`src/rtl/mc_pkg.sv`:
```
// mc_pkg: opcodes, functs, ALU op codes, FSM state encoding and exception causes for the multi-cycle MIPS control
package mc_pkg;
  localparam logic [5:0] OP_RTYPE = 6'h00, OP_J = 6'h02, OP_JAL = 6'h03, OP_BEQ = 6'h04, OP_BNE = 6'h05;
  localparam logic [5:0] OP_ADDI = 6'h08, OP_ADDIU = 6'h09, OP_SLTI = 6'h0a, OP_ANDI = 6'h0c, OP_ORI = 6'h0d, OP_XORI = 6'h0e;
  localparam logic [5:0] OP_LW = 6'h23, OP_SW = 6'h2b;
  localparam logic [5:0] FN_SLL = 6'h00, FN_SRL = 6'h02, FN_SRA = 6'h03, FN_JR = 6'h08, FN_SYSCALL = 6'h0c;
  localparam logic [5:0] FN_ADD = 6'h20, FN_ADDU = 6'h21, FN_SUB = 6'h22, FN_SUBU = 6'h23, FN_AND = 6'h24;
  localparam logic [5:0] FN_OR = 6'h25, FN_XOR = 6'h26, FN_NOR = 6'h27, FN_SLT = 6'h2a;
  localparam logic [3:0] ALU_ADD = 4'd0, ALU_SUB = 4'd1, ALU_AND = 4'd2, ALU_OR = 4'd3, ALU_XOR = 4'd4;
  localparam logic [3:0] ALU_NOR = 4'd5, ALU_SLT = 4'd6, ALU_SLL = 4'd7, ALU_SRL = 4'd8, ALU_SRA = 4'd9;
  localparam logic [4:0] CAUSE_RI = 5'd10, CAUSE_SYS = 5'd8;
  typedef enum logic [3:0] {
    S_FETCH, S_DECODE, S_EX_R, S_EX_I, S_MADDR, S_MRD, S_MWR,
    S_WB_ALU, S_WB_MEM, S_BR, S_JMP, S_EXC, S_HALT
  } state_t;
  function automatic logic r_known(input logic [5:0] f);
    return f inside {FN_SLL, FN_SRL, FN_SRA, FN_ADD, FN_ADDU, FN_SUB, FN_SUBU,
                     FN_AND, FN_OR, FN_XOR, FN_NOR, FN_SLT};
  endfunction
endpackage

```
`src/rtl/mc_alu_dec.sv`:
```
// mc_alu_dec: combinational ALU operation and immediate-extension decode from state, opcode and funct
//   state    in  current FSM state
//   opcode   in  IR[31:26]
//   funct    in  IR[5:0]
//   alu_op   out ALU operation (ADD outside EX_R/EX_I/BR)
//   zero_ext out immediate is zero-extended (andi/ori/xori in EX_I)
module mc_alu_dec
  import mc_pkg::*;
(
  input  state_t     state,
  input  logic [5:0] opcode,
  input  logic [5:0] funct,
  output logic [3:0] alu_op,
  output logic       zero_ext
);
  always_comb begin
    alu_op = ALU_ADD;
    zero_ext = 1'b0;
    if (state == S_BR) alu_op = ALU_SUB;
    else if (state == S_EX_R)
      case (funct)
        FN_SUB, FN_SUBU: alu_op = ALU_SUB;
        FN_AND:          alu_op = ALU_AND;
        FN_OR:           alu_op = ALU_OR;
        FN_XOR:          alu_op = ALU_XOR;
        FN_NOR:          alu_op = ALU_NOR;
        FN_SLT:          alu_op = ALU_SLT;
        FN_SLL:          alu_op = ALU_SLL;
        FN_SRL:          alu_op = ALU_SRL;
        FN_SRA:          alu_op = ALU_SRA;
        default:         alu_op = ALU_ADD;
      endcase
    else if (state == S_EX_I) begin
      case (opcode)
        OP_SLTI: alu_op = ALU_SLT;
        OP_ANDI: alu_op = ALU_AND;
        OP_ORI:  alu_op = ALU_OR;
        OP_XORI: alu_op = ALU_XOR;
        default: alu_op = ALU_ADD;
      endcase
      zero_ext = opcode inside {OP_ANDI, OP_ORI, OP_XORI};
    end
  end
endmodule

```
`src/rtl/mc_control_fsm.sv`:
```
// mc_control_fsm: multi-cycle MIPS control FSM with memory handshake and retired-instruction counter
//   Optional feature macro: MC_EXC_EN (exception state plus epc_write/cause_write/cause_code/exc_vec ports)
//   clk, rst                 clock, synchronous active-high reset
//   opcode, funct, mem_ready instruction fields and memory completion
//   pc_write, pc_write_cond, bne_sel, pc_src, ir_write, iord, mem_req, mem_we,
//   reg_write, reg_dst, mem_to_reg, alu_src_a, alu_src_b, zero_ext, alu_op  datapath controls
//   instret, halt, state_o   retired count, sticky halt, debug state
module mc_control_fsm
  import mc_pkg::*;
#(
  parameter int ALUOP_W = 4,
  parameter int CNT_W = 32
`ifdef MC_EXC_EN
  , parameter logic [31:0] EXC_VEC = 32'h0000_0180
`endif
) (
  input  logic               clk,
  input  logic               rst,
  input  logic [5:0]         opcode,
  input  logic [5:0]         funct,
  input  logic               mem_ready,
  output logic               pc_write,
  output logic               pc_write_cond,
  output logic               bne_sel,
  output logic [1:0]         pc_src,
  output logic               ir_write,
  output logic               iord,
  output logic               mem_req,
  output logic               mem_we,
  output logic               reg_write,
  output logic [1:0]         reg_dst,
  output logic               mem_to_reg,
  output logic               alu_src_a,
  output logic [1:0]         alu_src_b,
  output logic               zero_ext,
  output logic [ALUOP_W-1:0] alu_op,
  output logic [CNT_W-1:0]   instret,
  output logic               halt,
  output logic [3:0]         state_o
`ifdef MC_EXC_EN
  , output logic             epc_write,
  output logic               cause_write,
  output logic [4:0]         cause_code,
  output logic [31:0]        exc_vec
`endif
);
`ifdef MC_EXC_EN
  localparam state_t S_SYS = S_EXC, S_BAD = S_EXC;
`else
  localparam state_t S_SYS = S_HALT, S_BAD = S_FETCH;
`endif
  state_t state, next, dispatch;
  logic [CNT_W-1:0] cnt;
  logic [3:0] dec_op;
  logic dec_zx;
  mc_alu_dec u_alu_dec (.state(state), .opcode(opcode), .funct(funct), .alu_op(dec_op), .zero_ext(dec_zx));
  always_comb begin
    dispatch = S_BAD;
    case (opcode)
      OP_RTYPE:       dispatch = funct == FN_JR ? S_JMP : funct == FN_SYSCALL ? S_SYS : r_known(funct) ? S_EX_R : S_BAD;
      OP_LW, OP_SW:   dispatch = S_MADDR;
      OP_BEQ, OP_BNE: dispatch = S_BR;
      OP_J, OP_JAL:   dispatch = S_JMP;
      OP_ADDI, OP_ADDIU, OP_SLTI, OP_ANDI, OP_ORI, OP_XORI: dispatch = S_EX_I;
      default:        dispatch = S_BAD;
    endcase
  end
  always_comb begin
    next = state;
    case (state)
      S_FETCH:                                  next = mem_ready ? S_DECODE : S_FETCH;
      S_DECODE:                                 next = dispatch;
      S_EX_R, S_EX_I:                           next = S_WB_ALU;
      S_MADDR:                                  next = opcode == OP_LW ? S_MRD : S_MWR;
      S_MRD:                                    next = mem_ready ? S_WB_MEM : S_MRD;
      S_MWR:                                    next = mem_ready ? S_FETCH : S_MWR;
      S_WB_ALU, S_WB_MEM, S_BR, S_JMP, S_EXC:   next = S_FETCH;
      default:                                  next = S_HALT;
    endcase
  end
  // An excepting instruction returns to FETCH without retiring; FETCH stalls are not transitions.
  always_ff @(posedge clk)
    if (rst) begin
      state <= S_FETCH;
      cnt <= '0;
    end else begin
      state <= next;
      if (state != S_FETCH && state != S_EXC && next == S_FETCH) cnt <= cnt + CNT_W'(1);
    end
  always_comb begin
    pc_write = 1'b0;
    pc_write_cond = 1'b0;
    bne_sel = 1'b0;
    pc_src = 2'd0;
    ir_write = 1'b0;
    iord = 1'b0;
    mem_req = 1'b0;
    mem_we = 1'b0;
    reg_write = 1'b0;
    reg_dst = 2'd0;
    mem_to_reg = 1'b0;
    alu_src_a = 1'b0;
    alu_src_b = 2'd0;
    if (!rst)
      case (state)
        S_FETCH: begin
          mem_req = 1'b1;
          alu_src_b = 2'd1;
          ir_write = mem_ready;
          pc_write = mem_ready;
        end
        S_DECODE: alu_src_b = 2'd3;
        S_EX_R: alu_src_a = 1'b1;
        S_EX_I, S_MADDR: begin
          alu_src_a = 1'b1;
          alu_src_b = 2'd2;
        end
        S_WB_ALU: begin
          reg_write = 1'b1;
          reg_dst = opcode == OP_RTYPE ? 2'd1 : 2'd0;
        end
        S_MRD: begin
          mem_req = 1'b1;
          iord = 1'b1;
        end
        S_MWR: begin
          mem_req = 1'b1;
          mem_we = 1'b1;
          iord = 1'b1;
        end
        S_WB_MEM: begin
          reg_write = 1'b1;
          mem_to_reg = 1'b1;
        end
        S_BR: begin
          alu_src_a = 1'b1;
          pc_write_cond = 1'b1;
          pc_src = 2'd1;
          bne_sel = opcode == OP_BNE;
        end
        S_JMP: begin
          pc_write = 1'b1;
          pc_src = opcode == OP_RTYPE ? 2'd3 : 2'd2;
          reg_write = opcode == OP_JAL;
          reg_dst = opcode == OP_JAL ? 2'd2 : 2'd0;
        end
        S_EXC: begin
          pc_write = 1'b1;
          pc_src = 2'd3;
        end
        default: ;
      endcase
  end
  assign alu_op = rst ? '0 : ALUOP_W'(dec_op);
  assign zero_ext = !rst && dec_zx;
  assign instret = rst ? '0 : cnt;
  assign halt = !rst && state == S_HALT;
  assign state_o = rst ? 4'd0 : state;
`ifdef MC_EXC_EN
  assign epc_write = !rst && state == S_EXC;
  assign cause_write = epc_write;
  assign cause_code = !epc_write ? 5'd0 : (opcode == OP_RTYPE && funct == FN_SYSCALL) ? CAUSE_SYS : CAUSE_RI;
  assign exc_vec = EXC_VEC;
`endif
endmodule

```
`config.mk`:
```
export PLATFORM = sky130hd
export DESIGN_NAME = mc_control_fsm
export DESIGN_NICKNAME = d
export VERILOG_FILES = /design/src/rtl/mc_pkg.sv /design/src/rtl/mc_alu_dec.sv /design/src/rtl/mc_control_fsm.sv
export SDC_FILE = /design/constraint.sdc
export NUM_CORES = 1
export LEC_CHECK = 0
export ABC_AREA = 1
export CAP_MARGIN = 20
export CORE_MARGIN = 2
export CORE_UTILIZATION = 55
export DETAILED_ROUTE_END_ITERATION = 8
export PLACE_DENSITY = 0.85
export SYNTH_ARGS = -nofsm -noshare
export SYNTH_HDL_FRONTEND = slang
export SYNTH_SLANG_ARGS = --single-unit
```
`constraint.sdc`:
```
create_clock -name clk -period 2.96 [get_ports clk]
set_input_delay 0.592 -clock clk [delete_from_list [all_inputs] [get_ports clk]]
set_output_delay 0.592 -clock clk [all_outputs]
set_load 0.03 [all_outputs]
```
Word-level counts from Yosys, hierarchy flattened
Cells that the tools add are included.
Word-level totals
  register bits: 36
  bits in latches: 0
  memory bits (writable): 0
  bits in read-only memories: 0
  input port bits: 15
  output and inout bits: 58
  word-level logic and storage cells: 115
  memories kept: 0
Cells by class
  add/subtract/negate cells: 1
  $mul: 0
  div/mod/pow operators: 0
  order comparisons: 0
  equality and inequality tests: 38
  shift-type cells: 0
  mux-type cells: 49
  bitwise logic cells: 0
  reductions and logical operators: 25
Operator list (number)
  6-bit equality test, second input constant: 11
  6-bit by 4-bit equality test with 1-bit output, second input constant: 8
  4-bit case mux with 9 select lines: 1
  32-bit by 1-bit adder with 32-bit output, second input constant: 1
  32-bit 2-to-1 mux: 1
  4-bit 2-to-1 mux: 8
  4-bit case mux with 7 select lines: 1
  6-bit by 2-bit equality test with 1-bit output, second input constant: 4
  1-bit 2-to-1 mux: 24
  4-bit equality test, second input constant: 5
  4-bit case mux with 5 select lines: 1
  2-bit OR reduction: 9
  4-bit by 3-bit equality test with 1-bit output, second input constant: 4
  6-bit by 3-bit equality test with 1-bit output, second input constant: 2
  6-bit logical NOT: 2
  2-bit 2-to-1 mux: 6
  2-bit case mux with 3 select lines: 2
  3-bit case mux with 4 select lines: 1
  12-bit nonzero test: 1
  4-bit by 2-bit equality test with 1-bit output, second input constant: 2
  4-bit logical NOT: 2
  6-bit OR reduction: 1
  5-bit OR reduction: 1
  4-bit by 1-bit equality test with 1-bit output, second input constant: 1
  10 further kinds: 14

Logic depth before layout (Yosys ltp)
Gate-level depths: netlist of the first run.
  depth after elaboration: 9
  gate-level depth with buffers: 15
  gate-level depth less buffers: 15

By module
Synthesis of the first run repeated with hierarchy kept, for this count alone.
Second synthesis, totals
  cell total of the unflattened synthesis: 579
  area, all modules: 3350.7 um^2
Modules (own cells, without submodules)
  mc_control_fsm: instances 1, cells an instance 512, area an instance 3065.4 um^2, sequential area each 720.7 um^2
  mc_alu_dec: instances 1, cells an instance 67, area an instance 285.3 um^2, sequential area each 0.0 um^2

Worst setup path before layout of the first run
No wires, ideal clock.
  kind: input -> output
  start point: input port rst
  end point: output port zero_ext
  arrival: 2.380 ns
  data required time: 2.368 ns
  slack: -0.012 ns
  stages: 4
  buffers on the path: 1
  cell sequence: clkbuf_1 > nor2_1 > nand2_1 > nor4_1
On the way
  word-level cells in the longest chain between the ends: 2
RTL lines
  from (decl): line mc_control_fsm.sv:18  | input logic rst,
  1-bit logical NOT: line mc_control_fsm.sv:155  | assign zero_ext = !rst && dec_zx;
  1-bit logical AND: line mc_control_fsm.sv:155
  to (decl): line mc_control_fsm.sv:35  | output logic zero_ext,
No other way between the ends.

Worst setup path after layout of the first run
  start point: input port opcode[4]
  end point: output port alu_op[1]
On the way
  word-level cells in the longest chain between the ends: 6
  elaborated cells on any way between the ends: 9
  those cells by class: eq/ne: 4; mux: 5
RTL lines
  from (decl): line mc_control_fsm.sv:19  | input logic [5:0] opcode,
  6-bit by 4-bit equality test with 1-bit output: line mc_alu_dec.sv:34  | case (opcode)
  3-bit case mux with 4 select lines *: line mc_alu_dec.sv:34
  4-bit 2-to-1 mux *: line mc_alu_dec.sv:33  | else if (state == S_EX_I) begin
  4-bit 2-to-1 mux *: line mc_alu_dec.sv:20  | else if (state == S_EX_R)
  4-bit 2-to-1 mux *: line mc_alu_dec.sv:19  | if (state == S_BR) alu_op = ALU_SUB;
  4-bit 2-to-1 mux *: line mc_control_fsm.sv:154  | assign alu_op = rst ? '0 : ALUOP_W'(dec_op);
  to (decl): line mc_control_fsm.sv:36  | output logic [ALUOP_W-1:0] alu_op,
Every way passes the cells marked *; elsewhere a longest branch is shown, timed or not.

==> results by group, run 1 <==
Pwr
  • LEAKAGE: 1.60 nW
  • Int Power: between 0.8 and 0.9 mW
  • Power share of the combinational group: 44.4%
  • Reg power frac: between 30% and 40%
  • Tot Pwr: ~1.6 mW
  • Clock network fraction of total power: ~23%
  • Pwr dens: a little over 400 nW/um^2
  • Switching part of the total: 45.2%
  • Sw Pwr: 0.733 mW
  • Max VDD drop: 0.340 mV

Die
  • Die ar.: 6360 sq um
  • CORE AREA: ~5500 sq um
  • # rows: 27
  • Starting density of the core: 57.0%
  • Ports: 73
  • Die X: 79.7 microns
  • Die Ht: about 80 microns

Cells and area
  • Final core utilization: 72.5%
  • Non-filler cells, final: 687
  • Commonest non-fill, non-tap cell in the layout: nand2_1
  • Layout cells sized above 1: 7.97%
  • Layout area overhead: 27.4%
  • Flip-flop and latch area: 721 sq um
  • Final nets: 630
  • Area taken by multi-input logic gates: around 2000 sq um
  • Commonest cells after routing, fill and taps aside: 137 x nand2_1, 109 x nor2_1, 68 x inv_1
  • Fin area: 4020 sq um
  • Ant diodes: 0
  • Fillers: 492

Place
  • Post-DP HPWL: approximately 7500 microns
  • Cells after DPL: roughly 680
  • DP Area: 3920 sq um
  • IO Port Bufs: 72
  • GP Congestion: 0.976
  • Setup WS pre-CTS: roughly 17 ps

Timing
  • Max_slew headroom: 71.8%
  • Final TNS setup: 0 ps
  • Final setup viols: 0
  • RSZ-0062 raised after global routing: false
  • Final hold slack: 489 ps
  • Final count of pins violating max slew: 0
  • Least-Margin Pin Slew: 413 ps
  • Final Cycle Share: 94.2%
  • Final Hold Vio Count: 0
  • Fmax achieved: 359 MHz
  • Post-route setup slack: around 170 ps
  • Min cycle time layout: roughly 2800 ps
  • Worst Skew: 11.8 ps

Routing
  • Drt wl/cell: 14.1 microns
  • Vias per cell: about 5.5
  • 1st-iter DRT viols: 233
  • # DRC: 0
  • Routed Antenna Nets: 0
  • Drt first pass iters: 5
  • Via count: 3770
  • Routed Wire Length: 9690 microns

Synth
  • YS warnings: 0
  • Mapped Nets: 561
  • Post-synthesis cell count: between 500 and 600
  • Register area share after synthesis: 22.8%
  • Mean Syn Cell Area: roughly 5.8 sq um
  • Synth cell types: 33
  • Synth Register Bits: 36
  • Post-Syn Area: approximately 3200 sq um

Worst setup path
  • Slowest stage delay, CP: 460 ps
  • Worst path slowest cell: clkdlybuf4s50_1
  • CP max FO: 7
  • CP Class: in -> out
  • Worst Setup End Kind: output port
  • Cells along the critical path: clkdlybuf4s50_1 -> nor2_4 -> inv_1 -> buf_4 -> nor3_1 -> nor3_1 -> a211oi_1 -> buf_4
  • Worst path bufs/invs: 4
  • WP data arrival: approximately 2200 ps
  • CP Launch Type: input pin
  • Crit path required time: 2370 ps
  • Critical path's top delay family: buffers and inverters

Global route
  • Initial antenna violation count: 0
  • Global-route wire length before repair: 16100 microns
  • Vias in the first global route: 3476
  • Largest net degree at the start of global routing: 33
  • GRT overflow: 0
  • All-Layer GR Usage: 31.3%

Clock network
  • CTS clk-pin slew, worst paths: 80 ps
  • Worst-case clock buffer depth: 2
  • Total CTS buffers: 5
  • CTS root buffer: clkbuf_8
  • Clock Latency Late Sink: 290 ps
  • CTS tree: done
  • Clk sinks: 36
  • H-tree depth: 2

Status
  • Status: completed

Hold path
  • Worst min-delay path category: reg -> reg

Job
  • Maxcap violations: 0
registers in the layout (all words and copies together), names as in the netlist:
register,count
cnt,32
state,4
worst register-to-register path: stages (launching register included):
cell and delay, ps:
dfxtp_1 440, inv_2 160, nand2_2 150, nor2_1 80, nand2_1 80, nand2_1 60, nor2_1 80, nand2_1 50
inv_1 110, nand2_2 80, nor2_4 140, nand3_4 340, nand2_1 200, a21oi_1 80
Yosys cell counts:
library cell  count  area share, %
a2111oi_0         1           0.28
a211oi_1          2           0.48
a21oi_1          35            5.6
a21oi_2           2           0.56
a31oi_1           2           0.40
buf_1             1           0.12
buf_2             7            1.1
buf_6             6            2.1
clkbuf_1          8           0.95
dfxtp_1          36             23
ha_1              1           0.40
inv_1            68            8.1
inv_2             2           0.24
nand2_1         137             16
nand2_2           3           0.59
nand3_1          18            2.9
nand3_2           1           0.32
nand3_4           1           0.56
nand4_1          37            7.3
nand4_2           1           0.40
nor2_1          109             13
nor2_2            7            1.4
nor2_4            3            1.1
nor3_1           15            2.4
nor3_2            1           0.32
nor3b_1           1           0.24
nor4_1            3           0.59
o21ai_0           4           0.63
o21bai_1          1           0.24
o221ai_1          1           0.28
o22ai_1           2           0.40
o31ai_1           1           0.24
xor2_1           28            7.8
power groups by stage:
stage / Combinational, mW / Clock, mW / Sequential (mW)
2_1_floorplan: 0.550 / 0 / 0.540
3_3_place_gp: 0.705 / 0 / 0.547
3_5_place_dp: 0.708 / 0 / 0.547
4_1_cts: 0.711 / 0.365 / 0.536
5_1_grt: 0.780 / 0.386 / 0.540
6_report: 0.720 / 0.364 / 0.537
layout make-up:
| type | count | area share, % |
|---|---|---|
| clock buffer | 5 | 1.71 |
| clock inverter | 3 | 0.467 |
| inverter | 70 | 6.54 |
| multi-input combinational | 417 | 50.8 |
| sequential | 36 | 17.9 |
| tap | 72 | 2.24 |
| timing repair buffer | 84 | 20.3 |
routing by layer:
| metal | wire (microns) | vias to the layer above | global-route usage [%] |
|---|---|---|---|
| met2 | 4470 | 168 | 51.5 |
| met5 | 0 | - | 0 |
| met1 | 4270 | 1694 | 42.2 |
| li1 | - | 1888 | - |
| met4 | 199 | 0 | 8.14 |
| met3 | 749 | 20 | 5.66 |
path summary, 6_finish.rpt:
check                           depth (start not counted)         to       from  slack, ps
worst min-delay path                                    2    cnt[31]    cnt[31]        490
worst max register to register                         13    cnt[31]   state[0]        790
worst min register to register                          2    cnt[31]    cnt[31]        490
worst max-delay path                                    8  alu_op[1]  opcode[4]        170
logic make-up after synthesis:
| family | synth area share [%] |
|---|---|
| simple gates | 47.3 |
| xor+xnor | 7.77 |
| flops | 22.8 |
| compound gates | 9.04 |
| buf+inv | 12.6 |
| fa+ha+maj | 0.396 |
repair_timing:
action                     4_1_cts  5_1_grt
buffers inserted                 0        0
hold buffers                     0        0
setup endpoints to repair        0        5
resized for setup                0        5
Power figures use the tool's default switching activity.
==> run 2: changes to the inputs <==
- CORE_MARGIN: 2 -> default
==> run 2 against run 1 <==
Net effect:
- sequential share of layout area fell by 0.094 points
- combinational power up 2%
- clock-buffer cell count unchanged
- cell area up 0.53%
- wire length is 1.9% higher
- fmax is 2.5% lower
==> results by group, run 2 (synthesized netlist as in run 1, its figures left out) <==
Timing
  • Final Hold Vio Count: 0
  • RSZ-0062 raised after global routing: false
  • Final count of pins violating max slew: 0
  • Worst Skew: 8.82 ps
  • Max_slew headroom: about half
  • Least-Margin Pin Slew: 767 ps
  • Fmax achieved: 349 MHz
  • Min cycle time layout: 2860 ps
  • Post-route setup slack: 98.7 ps
  • Final Cycle Share: roughly 97%
  • Final setup viols: 0

Cells and area
  • Layout cells sized above 1: 8.40%
  • Fillers: 490
  • Commonest non-fill, non-tap cell in the layout: nand2_1
  • Largest reg by FF count: cnt
  • Layout area overhead: 28.0%
  • Flip-flop and latch area: 721 sq um
  • Commonest cells after routing, fill and taps aside: 137 x nand2_1, 109 x nor2_1, 68 x inv_1
  • Non-filler cells, final: 691
  • Final nets: 634
  • Max reg flops: 32
  • Ant diodes: 0
  • Area taken by multi-input logic gates: 2050 sq um
  • Regs by FF count: cnt (32), state (4)

Worst setup path
  • Worst Setup End Kind: output port
  • CP Launch Type: input pin
  • CP Class: in -> out
  • CP max FO: 5
  • Crit path required time: 2370 ps
  • WP data arrival: 2270 ps

Clock network
  • CTS Hold Bufs: 0
  • # Post-CTS Setup Buffers: 0
  • Worst-case clock buffer depth: 2
  • CTS root buffer: clkbuf_8
  • Clk sinks: 36
  • H-tree depth: 2
  • Total CTS buffers: 5
  • CTS clk-pin slew, worst paths: 80 ps
  • CTS tree: done
  • Clock Latency Late Sink: 290 ps

Die
  • CORE AREA: 5510 sq um
  • Die X: about 80 microns
  • Die ar.: 6040 sq um
  • Die Ht: 77.7 microns
  • # rows: 27
  • Starting density of the core: between 50% and 60%
  • Ports: 73

Place
  • Post-DP HPWL: 7400 microns
  • GP Congestion: between 1 and 1.5
  • Cells after DPL: 682
  • IO Port Bufs: 72
  • Setup WS pre-CTS: -318 ps

Global route
  • Vias in the first global route: 3448
  • Initial antenna violation count: 0
  • Global-route wire length before repair: 15800 microns
  • GRT overflow: 0
  • Largest net degree at the start of global routing: 52
  • All-Layer GR Usage: 32.9%

Routing
  • Vias per cell: around 5.6
  • Drt wl/cell: about 14 microns
  • Drt first pass iters: 5
  • Routed Antenna Nets: 0
  • 1st-iter DRT viols: between 300 and 400
  • Routed Wire Length: approximately 9900 microns
  • Via count: 3853
  • # DRC: 0

Pwr
  • Pwr dens: 403 nW/um^2
  • Tot Pwr: 1.63 mW
  • Max VDD drop: between 0.3 and 0.4 mV
  • LEAKAGE: about 1.6 nW

Job
  • Maxcap violations: 0

Status
  • Status: completed

Hold path
  • Worst min-delay path category: reg -> reg
==> run 2: cell types whose count changed in the layout (fill, tap and decap cells not counted) <==
cell / change
clkdlybuf4s50_1: +2
dlygate4sd2_1: +2
nor2_2: +1
buf_4: +2
dlymetal6s2s_1: -3
==> run 2: power by group <==
| part | total, mW | switching (mW) | internal, mW |
|---|---|---|---|
| registers | 0.538 | 0.0325 | 0.506 |
| logic | 0.731 | 0.521 | 0.210 |
| clock network | 0.358 | 0.194 | 0.164 |
| total | 1.63 | 0.747 | 0.880 |
==> run 2: routing by layer <==
| layer | GRT usage (%) | vias to the layer above | wire length [microns] |
|---|---|---|---|
| li1 | - | 1895 | - |
| met1 | 44.8 | 1741 | 4370 |
| met2 | 52.1 | 205 | 4490 |
| met3 | 5.06 | 12 | 869 |
| met4 | 11.9 | 0 | 138 |
| met5 | 0 | - | 0 |
==> run 2: layout make-up <==
type                    instances  share of cell area (%)
multi-input cells             418                    50.7
repair buffers                 87                    20.6
flip-flops and latches         36                    17.8
inverters                      70                    6.50
well taps                      72                    2.23
clock buffers                   5                    1.70
clock inverters                 3                   0.465
==> run 2: stage by stage <==
stage	util, %	hold WS, ps	setup TNS (ps)	cell area (sq um)
2_1_floorplan	-	439	0	3160
3_3_place_gp	71.6	453	-5590	3940
3_5_place_dp	71.6	457	-9070	3940
4_1_cts	73.3	468	0	4040
5_1_grt	73.4	489	0	4040
6_report	73.4	468	0	4040
==> run 2: worst paths after layout <==
kind / endpoint / startpoint / slack, ps / cells past startpoint
setup / recovery: zero_ext / opcode[1] / 100 / 6
setup reg to reg: cnt[7] / state[0] / 370 / 12
hold / removal: cnt[31] / cnt[31] / 470 / 2
hold reg to reg: cnt[31] / cnt[31] / 470 / 2
==> run 2: what timing repair did <==
action / 4_1_cts / 5_1_grt
gates cloned: 1 / 0
gates resized for setup: 2 / 2
endpoints found under the setup margin: 14 / 2
pin swaps: 1 / 0
==> run 2: worst max-delay path: stages <==
cell             delay, ps
clkdlybuf4s50_1        480
nand2_1                110
buf_4                  120
nand2_1                 60
nor4_2                 200
clkdlybuf4s50_1        710
